## src/rtl/cadr_pkg.sv

```systemverilog
// Shared CADR definitions: phase strobes, PDL qualifier bundle and the default PDL pointer width.
package cadr_pkg;

   localparam int unsigned PDL_PTR_W = 10;

   typedef struct packed {
      logic fetch;
      logic alu;
      logic write;
      logic read;
      logic mmu;
   } phase_t;

   typedef struct packed {
      logic srcpdlpop;
      logic srcpdltop;
      logic destpdltop;
      logic destpdl_x;
      logic destpdl_p;
      logic nop;
   } pdl_qual_t;

   // A push that coincides with a live pop cancels into a replace-top.
   function automatic logic pdl_is_push(pdl_qual_t q);
      return q.destpdl_p & ~(~q.nop & q.srcpdlpop);
   endfunction

   function automatic logic pdl_is_pop(pdl_qual_t q);
      return ~q.nop & q.srcpdlpop & ~q.destpdl_p;
   endfunction

endpackage

```

## src/rtl/pdl_ptr_ctr.sv

```systemverilog
// PDL pointer register: load, modulo increment/decrement and sticky wrap flags.
module pdl_ptr_ctr #(
   parameter int unsigned W = 10
) (
   input  logic         clk,
   input  logic         reset,
   input  logic         ld,
   input  logic [W-1:0] ld_val,
   input  logic         inc,
   input  logic         dec,
   input  logic         err_clr,
   output logic [W-1:0] ptr,
   output logic         ovf,
   output logic         unf
);

   localparam logic [W-1:0] ONE = W'(1);

   logic [W-1:0] ptr_q, ptr_d;
   logic         ovf_q, ovf_d;
   logic         unf_q, unf_d;

   always_comb begin
      ptr_d = ptr_q;
      ovf_d = ovf_q & ~err_clr;
      unf_d = unf_q & ~err_clr;
      if (ld) begin
         ptr_d = ld_val;
      end else if (inc & ~dec) begin
         ptr_d = ptr_q + ONE;
         if (&ptr_q) ovf_d = 1'b1;
      end else if (dec & ~inc) begin
         ptr_d = ptr_q - ONE;
         if (ptr_q == '0) unf_d = 1'b1;
      end
   end

   always_ff @(posedge clk or posedge reset) begin
      if (reset) begin
         ptr_q <= '0;
         ovf_q <= 1'b0;
         unf_q <= 1'b0;
      end else begin
         ptr_q <= ptr_d;
         ovf_q <= ovf_d;
         unf_q <= unf_d;
      end
   end

   assign ptr = ptr_q;
   assign ovf = ovf_q;
   assign unf = unf_q;

endmodule

```

## src/rtl/pdl_stack_ctl.sv

```systemverilog
// PDL stack control: pointer/index registers, RAM address select and read/write strobes.
module pdl_stack_ctl
   import cadr_pkg::*;
#(
   parameter int unsigned PTR_W     = PDL_PTR_W,
   parameter int unsigned GUARD_LIM = 2**PTR_W - 16
) (
   input  logic             clk,
   input  logic             reset,
   input  logic             state_fetch,
   input  logic             state_alu,
   input  logic             state_write,
   input  logic             state_read,
   input  logic             state_mmu,
   input  logic             ptr_sel,
   input  logic             srcpdlpop,
   input  logic             srcpdltop,
   input  logic             destpdltop,
   input  logic             destpdl_x,
   input  logic             destpdl_p,
   input  logic             nop,
   input  logic             ptr_ld,
   input  logic [PTR_W-1:0] ptr_ld_val,
   input  logic             idx_ld,
   input  logic [PTR_W-1:0] idx_ld_val,
   input  logic             err_clr,
   output logic [PTR_W-1:0] pdla,
   output logic [PTR_W-1:0] pdlptr,
   output logic [PTR_W-1:0] pdlidx,
   output logic             pdlwrite,
   output logic             pwp,
   output logic             prp,
   output logic             pdlenb,
   output logic             pdldrive,
   output logic             ovf,
   output logic             unf,
   output logic             guard
);

   localparam logic [PTR_W-1:0] GUARD_V = GUARD_LIM[PTR_W-1:0];

   phase_t    ph;
   pdl_qual_t q;

   assign ph = '{fetch: state_fetch, alu: state_alu, write: state_write,
                 read: state_read, mmu: state_mmu};
   assign q  = '{srcpdlpop: srcpdlpop, srcpdltop: srcpdltop, destpdltop: destpdltop,
                 destpdl_x: destpdl_x, destpdl_p: destpdl_p, nop: nop};

   logic             pwidx_q, pwidx_d;
   logic [PTR_W-1:0] idx_q, idx_d;
   logic             ptr_inc, ptr_dec;

   // Push bumps the pointer before the write phase; pop drops it after the read.
   assign ptr_inc = pdl_is_push(q) & ph.alu;
   assign ptr_dec = pdl_is_pop(q) & ph.fetch;

   pdl_ptr_ctr #(
      .W (PTR_W)
   ) u_ptr_ctr (
      .clk     (clk),
      .reset   (reset),
      .ld      (ptr_ld),
      .ld_val  (ptr_ld_val),
      .inc     (ptr_inc),
      .dec     (ptr_dec),
      .err_clr (err_clr),
      .ptr     (pdlptr),
      .ovf     (ovf),
      .unf     (unf)
   );

   always_comb begin
      pwidx_d = pwidx_q;
      idx_d   = idx_q;
      if (ph.alu | ph.write) pwidx_d = q.destpdl_x;
      if (idx_ld) idx_d = idx_ld_val;
   end

   always_ff @(posedge clk or posedge reset) begin
      if (reset) begin
         pwidx_q <= 1'b0;
         idx_q   <= '0;
      end else begin
         pwidx_q <= pwidx_d;
         idx_q   <= idx_d;
      end
   end

   always_comb begin
      pdlwrite = q.destpdltop | q.destpdl_x | q.destpdl_p;
      pdlenb   = q.srcpdlpop | q.srcpdltop;
      pwp      = pdlwrite & ph.write;
      prp      = pdlenb & ph.read;
      pdldrive = pdlenb & (ph.alu | ph.write | ph.mmu | ph.fetch);
      pdla     = ((ph.read & ptr_sel) | (~ph.read & ~pwidx_q)) ? pdlptr : idx_q;
      guard    = (pdlptr >= GUARD_V);
   end

   assign pdlidx = idx_q;

endmodule

```

## config.mk

```make
export PLATFORM = sky130hd
export DESIGN_NAME = pdl_stack_ctl
export DESIGN_NICKNAME = d
export VERILOG_FILES = /design/src/rtl/cadr_pkg.sv /design/src/rtl/pdl_ptr_ctr.sv /design/src/rtl/pdl_stack_ctl.sv
export SDC_FILE = /design/constraint.sdc
export NUM_CORES = 1
export LEC_CHECK = 0
export ABC_AREA = 1
export CAP_MARGIN = 25
export CORE_ASPECT_RATIO = 1.25
export CORE_UTILIZATION = 35
export CTS_CLUSTER_DIAMETER = 200
export CTS_CLUSTER_SIZE = 30
export DETAILED_ROUTE_END_ITERATION = 7
export HOLD_SLACK_MARGIN = 0.15
export PLACE_DENSITY = 0.71
export SLEW_MARGIN = 20
export SYNTH_ARGS = -nofsm -noshare
export SYNTH_HDL_FRONTEND = slang
export SYNTH_HIERARCHICAL = 1
export SYNTH_SLANG_ARGS = --single-unit
```

## constraint.sdc

```tcl
create_clock -name clk -period 1.7 [get_ports clk]
set_input_delay 0.255 -clock clk [delete_from_list [all_inputs] [get_ports clk]]
set_output_delay 0.255 -clock clk [all_outputs]
set_load 0.01 [all_outputs]
```

; Word-level counts from Yosys, hierarchy flattened
; Cells that the tools add are included.
[word_totals]
ff_bits = 23
inputBits = 37
output_inout_bits = 38
elab_cells = 51
[op_classes]
addsub = 2
n_lt_le_gt_ge = 1
muxes = 11
bitwise = 29
n_reduce_logical = 3
[ops]
columns = op, n
row1 = two-way mux 10 bit, 4
row2 = bitwise AND 1 bit, 14
row3 = adder 10 x 1 -> 10 bit (second input constant), 1
row4 = greater-or-equal comparator 10 bit (second input constant), 1
row5 = zero test 10 bit, 1
row6 = AND reduction 10 bit, 1
row7 = subtractor 10 x 1 -> 10 bit (second input constant), 1
row8 = NOT 1 bit, 8
row9 = two-way mux 1 bit, 7
row10 = bitwise OR 1 bit, 7
row11 = nonzero test 3 bit, 1

; Longest topological paths before layout
[logic_depth]
word_depth = 10
mapped_depth = 17
depth_no_buf = 17

; Modules after synthesis
; Netlist, hierarchy kept.
[modules_own_cells]
columns = module, n_inst, cells_each, area_each_um2, seq_area_each_um2
row1 = pdl_ptr_ctr, 1, 167, 1077.3, 300.3
row2 = pdl_stack_ctl, 1, 103, 679.4, 275.3

; Least setup slack after synthesis
; No wires, ideal clock.
[synth_timing]
path_kind = input port to flip-flop
from = in srcpdlpop
to = reg u_ptr_ctr.ptr_q[4], in the netlist u_ptr_ctr/ptr[4]
setup_ns = 0.065
arrival_ns = 1.937
required_ns = 1.635
setup_slack_ns = -0.302
cell_stages = 14
n_path_buf = 0
path_cell_list = inv_1 nor2_1 nand2_1 nor2_1 inv_1 nand2_1 inv_1 fa_1 o21ai_2 inv_2 or2_0 nand3_1 nand3_1 nand2_1
[synth_between]
elab_chain_cells = 7
word_cells_on_any_way = 13
classes_between = 2 x mux / 10 x bitwise / 1 x reduce/logical
[synth_rtl]
columns = element, line_no
row1 = start: declaration, pdl_stack_ctl.sv:16  ; input logic srcpdlpop,
row2 = bitwise AND 1 bit * (2 in a row), cadr_pkg.sv:29  ; return ~q.nop & q.srcpdlpop & ~q.destpdl_p;
row3 = bitwise AND 1 bit *, pdl_stack_ctl.sv:56  ; assign ptr_dec = pdl_is_pop(q) & ph.fetch;
row4 = named net ptr_dec, pdl_stack_ctl.sv:52  ; logic ptr_inc, ptr_dec;
row5 = NOT 1 bit, pdl_ptr_ctr.sv:29  ; end else if (inc & ~dec) begin
row6 = bitwise AND 1 bit, pdl_ptr_ctr.sv:29
row7 = two-way mux 10 bit, pdl_ptr_ctr.sv:29
row8 = two-way mux 10 bit, pdl_ptr_ctr.sv:27  ; if (ld) begin
row9 = end signal: assignment, pdl_ptr_ctr.sv:44  ; ptr_q <= ptr_d;
row10 = end: declaration, pdl_ptr_ctr.sv:19  ; logic [W-1:0] ptr_q, ptr_d;
; Mark *: on every way through the listed nets, which the timed path passes. The rest lies on a longest branch.
; A chain may end at the register's enable or synchronous reset.

; Worst setup path after layout
[layout_timing]
from = in srcpdlpop
to = reg u_ptr_ctr.ptr_q[7], in the netlist u_ptr_ctr/ptr[7]
[layout_between]
elab_chain_cells = 7
word_cells_on_any_way = 13
classes_between = 2 x mux / 10 x bitwise / 1 x reduce/logical
[layout_rtl]
columns = element, line_no
row1 = bitwise AND 1 bit *, cadr_pkg.sv:25  ; return q.destpdl_p & ~(~q.nop & q.srcpdlpop);
row2 = NOT 1 bit *, cadr_pkg.sv:25
row3 = bitwise AND 1 bit *, cadr_pkg.sv:25
row4 = bitwise AND 1 bit *, pdl_stack_ctl.sv:55  ; assign ptr_inc = pdl_is_push(q) & ph.alu;
row5 = named net ptr_inc, pdl_stack_ctl.sv:52
row6 = bitwise AND 1 bit / NOT 1 bit (equally long branches), "pdl_ptr_ctr.sv:29, pdl_ptr_ctr.sv:32"
row7 = two-way mux 10 bit / bitwise AND 1 bit (equally long branches), "pdl_ptr_ctr.sv:29, pdl_ptr_ctr.sv:32"
row8 = two-way mux 10 bit / nonzero test 3 bit (equally long branches), --
; Marked as above.

==> results_dict.tcl <==
set metrics [dict create \
    status "finished, violations left" \
    violations "setup timing" \
    fin_skew_ns 0.002185 \
    die-area_mm2 0.005308 \
    area_growth_pct 88.82 \
    wl_um 6760 \
    grt_pass1_wl_um 10490 \
    synth_cells 270 \
    ir_drop_mv 0.4556 \
    cellLeakagePower_nw 1.634 \
    cts_tree "built" \
    crit_path_start_kind "primary input" \
    p_sw_share_pct 41.50 \
    final_cell_mix "nand2_1, clkdlybuf4s50_1, buf_4, inv_1, nand3_1" \
    pwr-share-comb_pct 65.4 \
    critPathRequiredTime_ns 1.86 \
    synth_area_per_cell_um2 6.506 \
    vias 2285 \
    seqPwrFrac_pct 23.2 \
    ys_warn_count 6 \
    dp.cells 440 \
    min_period_over_period_pct 102.3 \
    die_h_um 81.21 \
    drt_iter0_drc 134 \
    antenna_found_initial 0 \
    overflow 0 \
    power.switching_mw 1.297 \
    ios 75 \
    num_rows 28 \
    gp_congestion 0.8997 \
    ys_types 28 \
    grtUsageTotal_pct 25.90 \
    rsz0062_at_grt "true" \
    tns_ns -0.1001 \
    yosysSeqAreaShare_pct 32.76 \
    crit_fanout 6 \
    cts_max_path_buffers 2 \
    insertedDiodeCount 0 \
    root_buffer "clkbuf_8" \
    slowest_delay_ns 0.29 \
    nets 446 \
    critPathKind "primary input to flip-flop" \
    die_w_um 65.37 \
    holdWs_ns 0.3111 \
    clock-sinks 23 \
    hpwlAfterDp_um 4430 \
    setup_viol_count_final 4 \
    grt_pass1_vias 2317 \
    ctsHoldBuffers 0 \
    drv_cap 0 \
    drc_errors 0 \
    syn-num-nets 316 \
    hold_path_class "primary input to async pin" \
    crit_path_cell_trace "buf_6, inv_4, nor2_4, buf_6, nor2_4, nand2_8, buf_6, ha_4, nand2_4, nor2_4, nand2_2, nand3_1, nand3_1, nand2_1, nand2_1" \
    finalWorstSetupSlack_ns -0.03849 \
    synth_area_mm2 0.001757 \
    initial_core_util_pct 36.87 \
    tightest_slew_ns 0.5739 \
    grt_max_degree 21 \
    fmax_mhz 575.2 \
    crit_path_end_kind "flip-flop" \
    fp.coreArea_mm2 0.004765 \
    p_per_area_mw_per_mm2 942.5 \
    final_common_cell "nand2_1" \
    yosys_register_bits 23 \
    ant_nets 0 \
    h-tree-depth 1 \
    multi_input_area_mm2 0.001310 \
    numPortBuffers 74 \
    slew_headroom_pct 61.70 \
    firstDrtPassIters 4 \
    crit_arrival_ns 1.90 \
    viasPerCell 4.978 \
    cts_made_buffers 3 \
    drive_gt1_share_pct 31.33 \
    finalNonFillerCells 459 \
    power_frac_clock_pct 11.4 \
    slew_violations 0 \
    regArea_um2 584.3 \
    post_drt_wl_per_cell_um 14.73 \
    slowest_stage "ha_4" \
    clk_pin_slew_ns 0.09 \
    clk_latency_ns 0.27 \
    p_total_mw 3.126 \
    finalHoldViolations 0 \
    layout_min_cycle_time_ns 1.738 \
    p_int_mw 1.829 \
    fillers 417 \
]
[power groups by stage]
stage                     Sequential (mW)  Clock [mW]  Combinational (mW)
after CTS                           0.720       0.363                1.80
after global routing                0.738       0.394                2.21
after floorplan                     0.779           0               0.715
final                               0.726       0.355                2.05
after detailed placement            0.743           0                1.55
after global placement              0.742           0                1.53
[worst max-delay path, delay by kind of cell]
family / cells / cell delay (ns)
buf+inv: 4 / 0.39
simple gates: 10 / 0.97
fa+ha+maj: 1 / 0.29
[flip-flops by register name (all words and copies together) (netlist names)]
| name | flops |
|---|---|
| pdlidx | 10 |
| u_ptr_ctr/ptr | 10 |
| pwidx_q | 1 |
| u_ptr_ctr/ovf | 1 |
| u_ptr_ctr/unf | 1 |
[layout make-up]
class / count / area share (%)
multi-input cells: 201 / 39.49
repair buffers: 127 / 34.06
inverters: 44 / 5.206
flip-flops and latches: 23 / 17.62
clock buffers: 4 / 1.358
well taps: 60 / 2.263
[kinds of logic after synthesis]
kind of cell    Yosys count  synth area share, %
buf+inv                  48                10.83
xor+xnor                  2               0.9973
flops                    23                32.76
simple gates            152                37.11
compound gates           36                11.47
fa+ha+maj                 9                6.838
[path summary, 6_finish.rpt]
| check | cells after the start | endpoint | start | slack, ns |
|---|---|---|---|---|
| max | 15 | u_ptr_ctr/ptr[7] | srcpdlpop | -0.04 |
| min | 2 | pdlidx[7] | reset | 0.31 |
| max reg2reg | 8 | u_ptr_ctr/ptr[4] | u_ptr_ctr/ptr[1] | 0.06 |
| min reg2reg | 2 | u_ptr_ctr/unf | u_ptr_ctr/unf | 0.50 |
| max in group asynchronous | 2 | u_ptr_ctr/ptr[1] | reset | 0.90 |
| min in group clk | 4 | pwidx_q | state_alu | 0.40 |
[routing by layer]
metal | GRT usage (%) | share of wire [%] | up-vias | wire, µm
li1 | - | - | 1130 | -
met1 | 28.19 | 40 | 1069 | 2672
met2 | 48.66 | 54 | 72 | 3638
met3 | 4.494 | 4.0 | 14 | 268
met4 | 10.65 | 2.7 | 0 | 182
met5 | 0 | 0 | - | 0
[cell usage after synthesis (all sizes together)]
master | count | share of area, %
o41ai | 1 | 0.50
xor2 | 2 | 1.0
o21ai | 25 | 7.3
nand2 | 88 | 19
dfrtp | 23 | 33
nor4 | 1 | 0.36
nand4 | 4 | 1.4
inv | 44 | 9.4
clkbuf | 1 | 0.28
o21a | 1 | 0.43
ha | 8 | 5.7
or2 | 2 | 0.71
fa | 1 | 1.1
nor2 | 18 | 3.8
a21oi | 6 | 1.9
o211ai | 2 | 0.85
a21boi | 1 | 0.43
nor3 | 1 | 0.28
nand3 | 38 | 11
buf | 3 | 1.1
[per-stage QoR]
step / setup WS [ns] / instance area [µm²] / utilization, %
floorplan: -0.01424 / 1777 / -
finish: -0.03849 / 3317 / 69.62
detailed placement: -0.7098 / 2868 / 60.19
global placement: -0.6871 / 2868 / 60.19
CTS: -0.06099 / 3173 / 66.60
global route: -0.1084 / 3317 / 69.62
[repair_timing]
action	CTS	global route
gates resized for setup	70	44
setup endpoints to repair	26	19
buffers inserted	12	1
pin swaps	23	25
cloned	1	1
Note: power is estimated with default switching activity, not from simulation.
